$ cat config.mk
export PLATFORM = sky130hd
export DESIGN_NAME = regbank_access_ctrl
export DESIGN_NICKNAME = d
export VERILOG_FILES = /design/src/rtl/regbank_pkg.sv /design/src/rtl/regbank_rsp_buf.sv /design/src/rtl/regbank_access_ctrl.sv
export SDC_FILE = /design/constraint.sdc
export NUM_CORES = 1
export LEC_CHECK = 0
export CORE_MARGIN = 10
export CORE_UTILIZATION = 34
export DETAILED_ROUTE_END_ITERATION = 8
export DONT_BUFFER_PORTS = 1
export PLACE_DENSITY = 0.49
export SETUP_SLACK_MARGIN = 0.02
export SYNTH_ARGS = -nofsm -noshare
export SYNTH_HDL_FRONTEND = slang
export SYNTH_SLANG_ARGS = --single-unit
export TNS_END_PERCENT = 10
$ cat constraint.sdc
create_clock -name clk -period 3.8 [get_ports clk]
set_input_delay 0.76 -clock clk [delete_from_list [all_inputs] [get_ports clk]]
set_output_delay 0.76 -clock clk [all_outputs]
set_load 0.1 [all_outputs]
$ cat src/rtl/regbank_pkg.sv
// Shared types for the register-bank access controller.
// RMW_ADD support is selected by REGBANK_CTRL_RMW_EN.
package regbank_pkg;

  localparam int RB_ADDR_W = 5;
  localparam int RB_DATA_W = 32;

  typedef enum logic [1:0] {
    OP_READ    = 2'b00,
    OP_WRITE   = 2'b01,
    OP_RMW_ADD = 2'b10,
    OP_RSVD    = 2'b11
  } op_e;

  typedef enum logic [1:0] {
    ST_IDLE,
    ST_EXEC,
    ST_RMW_RD,
    ST_RMW_WR
  } state_e;

  typedef struct packed {
    logic [RB_DATA_W-1:0] rdata;
    logic                 err;
  } rsp_t;

endpackage

$ cat src/rtl/regbank_rsp_buf.sv
// Two-entry ordered response FIFO.
// Accepts a push while full only when a pop happens in the same cycle.
module regbank_rsp_buf
  import regbank_pkg::*;
(
  input  logic clk,
  input  logic rst,
  input  logic push,
  input  rsp_t push_data,
  input  logic pop,
  output rsp_t pop_data,
  output logic full,
  output logic empty,
  output logic one_free
);

  logic [1:0] cnt;
  logic       wr_ptr;
  logic       rd_ptr;
  rsp_t       mem [2];
  logic       do_push;
  logic       do_pop;

  assign empty    = (cnt == 2'd0);
  assign one_free = (cnt == 2'd1);
  assign full     = (cnt == 2'd2);
  assign do_pop   = pop && !empty;
  assign do_push  = push && (!full || do_pop);
  assign pop_data = mem[rd_ptr];

  always_ff @(posedge clk or posedge rst) begin
    if (rst) begin
      cnt    <= 2'd0;
      wr_ptr <= 1'b0;
      rd_ptr <= 1'b0;
      mem[0] <= '0;
      mem[1] <= '0;
    end else begin
      if (do_push) begin
        mem[wr_ptr] <= push_data;
        wr_ptr      <= ~wr_ptr;
      end
      if (do_pop) begin
        rd_ptr <= ~rd_ptr;
      end
      cnt <= cnt + 2'(do_push) - 2'(do_pop);
    end
  end

endmodule

$ cat src/rtl/regbank_access_ctrl.sv
// Command-to-register-bank controller with buffered responses.
// Define REGBANK_CTRL_RMW_EN to enable RMW_ADD; otherwise it is refused.
module regbank_access_ctrl
  import regbank_pkg::*;
#(
  parameter int ADDR_W = RB_ADDR_W,
  parameter int DATA_W = RB_DATA_W
) (
  input  logic              clk,
  input  logic              rst,
  input  logic              cmd_valid,
  output logic              cmd_ready,
  input  logic [1:0]        cmd_op,
  input  logic [ADDR_W-1:0] cmd_addr,
  input  logic [DATA_W-1:0] cmd_wdata,
  output logic              rsp_valid,
  input  logic              rsp_ready,
  output logic [DATA_W-1:0] rsp_rdata,
  output logic              rsp_err,
  output logic              bk_en,
  output logic [ADDR_W-1:0] bk_write_reg,
  output logic [DATA_W-1:0] bk_write_data,
  output logic [ADDR_W-1:0] bk_read_reg,
  input  logic [DATA_W-1:0] bk_read_data,
  output logic              busy
);

  state_e            state_q, state_d;
  op_e               op_q;
  logic [ADDR_W-1:0] addr_q;
  logic [DATA_W-1:0] wdata_q;
  logic [ADDR_W-1:0] rd_reg_q;
  logic              accept;
  logic              addr_zero;
  logic              push;
  rsp_t              push_rsp;
  rsp_t              pop_rsp;
  logic              buf_full;
  logic              buf_empty;
  logic              buf_one_free;
  logic              unused_full;

`ifdef REGBANK_CTRL_RMW_EN
  logic [DATA_W-1:0] sum_q;
`endif

  assign unused_full = buf_full;
  assign addr_zero   = (addr_q == '0);
  assign cmd_ready   = !rst && (state_q == ST_IDLE)
                     && (buf_empty || buf_one_free);
  assign accept      = cmd_valid && cmd_ready;
  assign busy        = (state_q != ST_IDLE) || !buf_empty;
  assign bk_read_reg  = rd_reg_q;
  assign bk_write_reg = addr_q;

`ifdef REGBANK_CTRL_RMW_EN
  assign bk_write_data = (state_q == ST_RMW_WR) ? sum_q : wdata_q;
`else
  assign bk_write_data = wdata_q;
`endif

  always_ff @(posedge clk or posedge rst) begin
    if (rst) begin
      state_q <= ST_IDLE;
    end else begin
      state_q <= state_d;
    end
  end

  always_ff @(posedge clk or posedge rst) begin
    if (rst) begin
      op_q     <= OP_READ;
      addr_q   <= '0;
      wdata_q  <= '0;
      rd_reg_q <= '0;
    end else if (accept) begin
      op_q    <= op_e'(cmd_op);
      addr_q  <= cmd_addr;
      wdata_q <= cmd_wdata;
      if (cmd_op == OP_READ || cmd_op == OP_RMW_ADD) begin
        rd_reg_q <= cmd_addr;
      end
    end
  end

`ifdef REGBANK_CTRL_RMW_EN
  always_ff @(posedge clk or posedge rst) begin
    if (rst) begin
      sum_q <= '0;
    end else if (state_q == ST_RMW_RD) begin
      sum_q <= bk_read_data + wdata_q;
    end
  end
`endif

  always_comb begin
    state_d  = state_q;
    bk_en    = 1'b0;
    push     = 1'b0;
    push_rsp = '0;
    unique case (state_q)
      ST_IDLE: begin
        if (accept) begin
          state_d = ST_EXEC;
`ifdef REGBANK_CTRL_RMW_EN
          if (cmd_op == OP_RMW_ADD && cmd_addr != '0) begin
            state_d = ST_RMW_RD;
          end
`endif
        end
      end
      ST_EXEC: begin
        push    = 1'b1;
        state_d = ST_IDLE;
        unique case (op_q)
          OP_READ: begin
            push_rsp.rdata = addr_zero ? '0 : bk_read_data;
          end
          OP_WRITE: begin
            if (addr_zero) begin
              push_rsp.err = 1'b1;
            end else begin
              bk_en          = 1'b1;
              push_rsp.rdata = wdata_q;
            end
          end
          default: begin
            push_rsp.err = 1'b1;
          end
        endcase
      end
`ifdef REGBANK_CTRL_RMW_EN
      ST_RMW_RD: begin
        state_d = ST_RMW_WR;
      end
      ST_RMW_WR: begin
        bk_en          = 1'b1;
        push           = 1'b1;
        push_rsp.rdata = sum_q;
        state_d        = ST_IDLE;
      end
`endif
      default: begin
        state_d = ST_IDLE;
      end
    endcase
  end

  regbank_rsp_buf u_rsp_buf (
    .clk       (clk),
    .rst       (rst),
    .push      (push),
    .push_data (push_rsp),
    .pop       (rsp_ready),
    .pop_data  (pop_rsp),
    .full      (buf_full),
    .empty     (buf_empty),
    .one_free  (buf_one_free)
  );

  assign rsp_valid = !buf_empty;
  assign rsp_rdata = pop_rsp.rdata;
  assign rsp_err   = pop_rsp.err;

endmodule

Word level (Yosys, flattened, before mapping). Index checks and enable logic that the tools add are counted.

Output and inout bits: 79. Input bits: 75. Register bits after elaboration: 116. Word-level logic and storage cells: 65.

Equal/unequal tests: 6. Add/sub/neg operators: 2. Bitwise operators: 4. $lt $le $gt $ge: 3. Muxes and demuxes: 18. Reductions and logical operators: 20.

Operators with widths (count): 33-bit 2-to-1 mux (5); 66-bit bitwise mux (1); 32-bit 2-to-1 mux (2); 32-bit one-hot mux with 2 select lines (1); 33-bit demux with 1-bit select (1); 2-bit logical NOT (4); 2-bit by 1-bit equality test with 1-bit output, second input constant (3); 1-bit logical AND (6); 5-bit logical NOT (1); 1-bit 2-to-1 mux (5); 2-bit equality test, second input constant (2); 2-bit >= comparator, second input constant (2); 1-bit logical OR (4); 2-bit 2-to-1 mux (2); 1-bit NOT with 2-bit output (2); 1-bit logical NOT (3); 2-bit by 1-bit adder with 2-bit output (1); 2-bit by 1-bit less-than comparator with 1-bit output, second input constant (1); 2-bit inequality test, second input constant (1); 1-bit NOT (2); 1-bit one-hot mux with 2 select lines (1); 2-bit AND reduction (1); 2-bit nonzero test (1); 2-bit by 1-bit subtractor with 2-bit output (1).

Longest topological paths before layout.
Depth after elaboration: 7. Depth in mapped cells: 7. Mapped depth without buffers: 7.

By module. From an unflattened synthesis, not the netlist that was laid out.

Cell total of the unflattened synthesis: 381. Area, all modules: 5577.8 sq um.

By module, submodules not included: regbank_rsp_buf (times used 1, seq. area each 1751.7 sq um, area each 3328.2 sq um, cells each 199); regbank_access_ctrl (times used 1, seq. area each 1126.1 sq um, area each 2249.7 sq um, cells each 182).

Worst setup path before layout. No wires, ideal clock.

Kind: flip-flop to output port. Start point: register u_rsp_buf.rd_ptr. End point: output rsp_rdata[10]. Required time: 3040 ps. Slack: 155 ps. Cell stages (with the launch flop): 4. Data arrival time: 2885 ps. Buffers on the path: 2. Cells stage by stage: dfrtp_1 clkbuf_1 clkbuf_1 o21ai_0.

Cells in the longest elaborated chain, start to end: 4.

Ends and longest elaborated chain: from (decl) (RTL line regbank_rsp_buf.sv:19) `logic rd_ptr;`; from (signal assigned) (RTL line regbank_rsp_buf.sv:44) `rd_ptr <= ~rd_ptr;`; 1-bit NOT with 2-bit output (not written as such) (RTL line regbank_rsp_buf.sv:29) `assign pop_data = mem[rd_ptr];`; 33-bit 2-to-1 mux (not written as such) (3 in series) (RTL line regbank_rsp_buf.sv:29); to (decl) (RTL line regbank_access_ctrl.sv:18) `output logic [DATA_W-1:0] rsp_rdata,`.

Every way passes these cells. The select of a mux whose other input is x is not followed.

Final worst setup path.
Start point: register u_rsp_buf.rd_ptr. End point: output rsp_rdata[12].

Same word-level chain as after synthesis.

==> reports/qor.txt <==
STATUS
--------------------------------------------------------------------------------------------------------
Status                                                                                      finished clean

ROUTING
--------------------------------------------------------------------------------------------------------
Via density                                                                                         4.91
Length of the first detailed-routing pass in iterations                                                4
Average routed wire per standard cell                                                            19.8 µm
Detailed router's first-iteration violation count                                                     72
Remaining antenna violation count                                                                      0
Post-Route WL                                                                                   14800 µm
DRC viols                                                                                              0
Total number of vias                                                                                3668

SYNTH
--------------------------------------------------------------------------------------------------------
Yosys top cell by area                                                                      sky130_fd_sc_hd__dfrtp_1
Combinational family with the most area after synthesis                                     multiplexers
Synth Net Count                                                                                      559
Gate Count Post-Synth                                                                                482
Multiplexer area fraction after synthesis                                                          0.265
Yosys synthesis warning count                                                                          0
Top post-synthesis cells by area                                                            sky130_fd_sc_hd__dfrtp_1 50%, sky130_fd_sc_hd__mux2_2 15%, sky130_fd_sc_hd__mux2i_1 12%
Number of unique standard cell types used by synthesis                                                31
Mean instance size in the synthesized netlist                                                   11.9 µm²
Adder-cell share of the synthesized area                                                         0.00437
XOR/XNOR share of the synthesized area                                                           0.00612
Post-synthesis simple-gate area fraction                                                          0.0405
Post-synthesis sequential element count                                                              115
Share of the synthesized area in compound gates (AO/OA/AOI/OAI)                                   0.0991
Sequential fraction of the synthesis area                                                          0.503
Area fraction of the dominant cell type after synthesis                                            0.503
Summed instance area of the synthesized netlist                                              0.00572 mm²

STA
--------------------------------------------------------------------------------------------------------
Final number of setup-violating endpoints                                                              0
Time the final worst path needs with I/O delays and setup                                        2.84 ns
Final-report max-slew violation count                                                                  0
Post-route clock period utilization                                                                0.747
Max-slew headroom                                                                                  0.212
Unrepaired setup endpoints after global routing                                                    false
Actual slew at the worst max-slew pin                                                            1.18 ns
Fmax                                                                                           0.352 GHz
Setup ws final                                                                                  0.961 ns
Count of final hold-check violations                                                                   0
Post-route setup TNS                                                                                0 ns
Clock skew                                                                                    0.00689 ns

SETUP PATH
--------------------------------------------------------------------------------------------------------
Worst Path Buf+Inv                                                                                     1
Minimum setup slack among reg-to-reg paths                                                       1.10 ns
Category of the worst setup path capture point                                              primary output
Required time at the worst-slack endpoint                                                        3.04 ns
Cells along the critical path                                                               nand2_1 > o21ai_2 > buf_4
Worst endpoint data arrival time                                                                 2.08 ns
Endpoint of the worst-slack reg-to-reg timing path                                          u_rsp_buf.mem[7]
Reg2reg path depth                                                                                     3
Peak fanout along the critical path                                                                   66
Crit-path max cell delay                                                                         0.99 ns
Slowest stage cell on the critical path                                                     sky130_fd_sc_hd__dfrtp_4
Critical path startpoint category                                                              flip-flop
Critical path's top delay family                                                              flip-flops
Source of the worst register-to-register timing path                                        bk_write_reg[4]
Critical path start-end classification                                                      flip-flop to primary output

FLOORPLANNING
--------------------------------------------------------------------------------------------------------
Core Footprint                                                                                0.0165 mm²
Count of boundary I/O pins                                                                           154
Die area                                                                                      0.0224 mm²
Cell row count                                                                                        47
Die height                                                                                        150 µm
Initial cell density of the core                                                                   0.346
Die X                                                                                             150 µm

GLOBAL ROUTING
--------------------------------------------------------------------------------------------------------
Wire length of the first global-routing pass                                                    23400 µm
Initial antenna violation count                                                                        1
Busiest metal layer after global routing                                                            met2
Met3 demand-to-capacity share in global routing                                                   0.0682
Maximum number of pins on one net before global-route repair                                          67
M2 GR Usage                                                                                        0.219
Total routing usage reported by global routing                                                     0.136
Number of global-route vias before repair                                                           4157
Grt met1 use                                                                                       0.151
Total global routing overflow                                                                          0

RUN
--------------------------------------------------------------------------------------------------------
Max-cap violations                                                                                     0

CLOCKING
--------------------------------------------------------------------------------------------------------
Clock tree from TritonCTS                                                                            yes
Clock sink total                                                                                     115
Root Buffer Master                                                                          sky130_fd_sc_hd__clkbuf_16
Total clock buffers created by CTS                                                                    17
H-tree depth reported by CTS                                                                           4
Setup bufs post-CTS                                                                                    0
Clock latency reported for the late side of the worst-skew pair                                  0.41 ns
Resized Gates After CTS                                                                                0
Number of buffers between clock root and the deepest sink                                              2
CTS Hold Buffers Added                                                                                 0
Post-CTS clock slew at the launch and capture registers of the worst setup and hold paths        0.05 ns

WORST HOLD PATH
--------------------------------------------------------------------------------------------------------
Class of the tightest hold or removal check                                                 input port to async pin

FINAL LAYOUT
--------------------------------------------------------------------------------------------------------
Most common cell after layout, fill and taps aside                                          sky130_fd_sc_hd__dfrtp_1
Largest register by flop count                                                              u_rsp_buf.mem
Largest register FFs                                                                                  66
Share of post-route cells with drive strength above 1                                              0.428
Synthesis-to-layout area growth                                                                    20.7%
Leading cell types in the layout, fill and taps excluded                                    112 x sky130_fd_sc_hd__dfrtp_1, 76 x sky130_fd_sc_hd__mux2_2, 68 x sky130_fd_sc_hd__inv_1
Number of nets in the final layout                                                                   590

PLACEMENT
--------------------------------------------------------------------------------------------------------
GPL Wtd Cong                                                                                       0.714
Count of input and output buffers                                                                      0
Dpl ws                                                                                           1.08 ns
DPL Wire Length                                                                                 10000 µm

[stage by stage]
step | hold slack, ns | utilization | std cells | instance area [µm²]
final | 0.250 | 0.418 | 747 | 6900
after global routing | 0.272 | 0.418 | 746 | 6900
after CTS | 0.251 | 0.418 | 746 | 6900
after detailed placement | 0.497 | 0.384 | 714 | 6340
after global placement | 0.493 | 0.384 | 714 | 6340
after floorplan | 0.456 | - | 482 | 5720
[cell type report]
class | count | area, µm²
Multi-Input combinational cell | 263 | 2530
Clock buffer | 28 | 517
Inverter | 69 | 263
Clock inverter | 4 | 45.0
Tap cell | 220 | 275
Fill cell | 1572 | 9620
Antenna cell | 1 | 2.50
Sequential cell | 115 | 2890
Timing Repair Buffer | 47 | 383
[how the worst max path moves through the flow]
stage	start	end	cells after the start
global placement	bk_write_reg[4]	u_rsp_buf.mem[32]	3
CTS	u_rsp_buf.rd_ptr	rsp_rdata[18]	3
global route	u_rsp_buf.rd_ptr	rsp_rdata[5]	3
finish	u_rsp_buf.rd_ptr	rsp_rdata[12]	3
floorplan	u_rsp_buf.rd_ptr	rsp_rdata[10]	3
detailed placement	bk_write_reg[4]	u_rsp_buf.mem[7]	3
[logic make-up (layout without fill, tap and decap cells)]
group | count (synthesis) | after routing
flip-flops | 115 | 115
AND/OR/NAND/NOR | 48 | 48
buffers and inverters | 104 | 148
adder cells (fa/ha/maj) | 2 | 2
multiplexers | 142 | 142
other | 0 | 1
AO/OA/AOI/OAI | 67 | 67
XOR/XNOR | 4 | 4
[Yosys cell counts]
master,number
sky130_fd_sc_hd__nor3b_2,1
sky130_fd_sc_hd__clkbuf_1,7
sky130_fd_sc_hd__nor3_1,2
sky130_fd_sc_hd__o211ai_2,30
sky130_fd_sc_hd__or4_1,1
sky130_fd_sc_hd__inv_1,69
sky130_fd_sc_hd__and2_1,1
sky130_fd_sc_hd__nor2_1,1
sky130_fd_sc_hd__a31oi_1,1
sky130_fd_sc_hd__buf_4,1
sky130_fd_sc_hd__or3_1,1
sky130_fd_sc_hd__buf_2,16
sky130_fd_sc_hd__xor2_1,2
sky130_fd_sc_hd__clkbuf_2,1
sky130_fd_sc_hd__nor3b_1,1
sky130_fd_sc_hd__mux2_2,76
sky130_fd_sc_hd__mux2i_1,66
sky130_fd_sc_hd__and2b_1,1
sky130_fd_sc_hd__buf_1,3
sky130_fd_sc_hd__xnor2_1,2
sky130_fd_sc_hd__ha_1,2
sky130_fd_sc_hd__and3b_1,1
sky130_fd_sc_hd__dfrtp_1,115
sky130_fd_sc_hd__or2_2,1
sky130_fd_sc_hd__buf_6,7
sky130_fd_sc_hd__nor4b_2,1
sky130_fd_sc_hd__o211ai_1,2
sky130_fd_sc_hd__nand2_1,34
sky130_fd_sc_hd__a21oi_1,1
sky130_fd_sc_hd__nor2b_1,2
sky130_fd_sc_hd__o21ai_0,33
[metal layers]
metal  up-vias  part of all wire
met2       117              0.48
met1      1834              0.40
met5         -                 0
met4         0             0.016
met3        18              0.10
li1       1699                 -
Power is left out: the tool's default activity adds up to more than one toggle a clock period on the data nets, which glitch-free logic cannot reach.
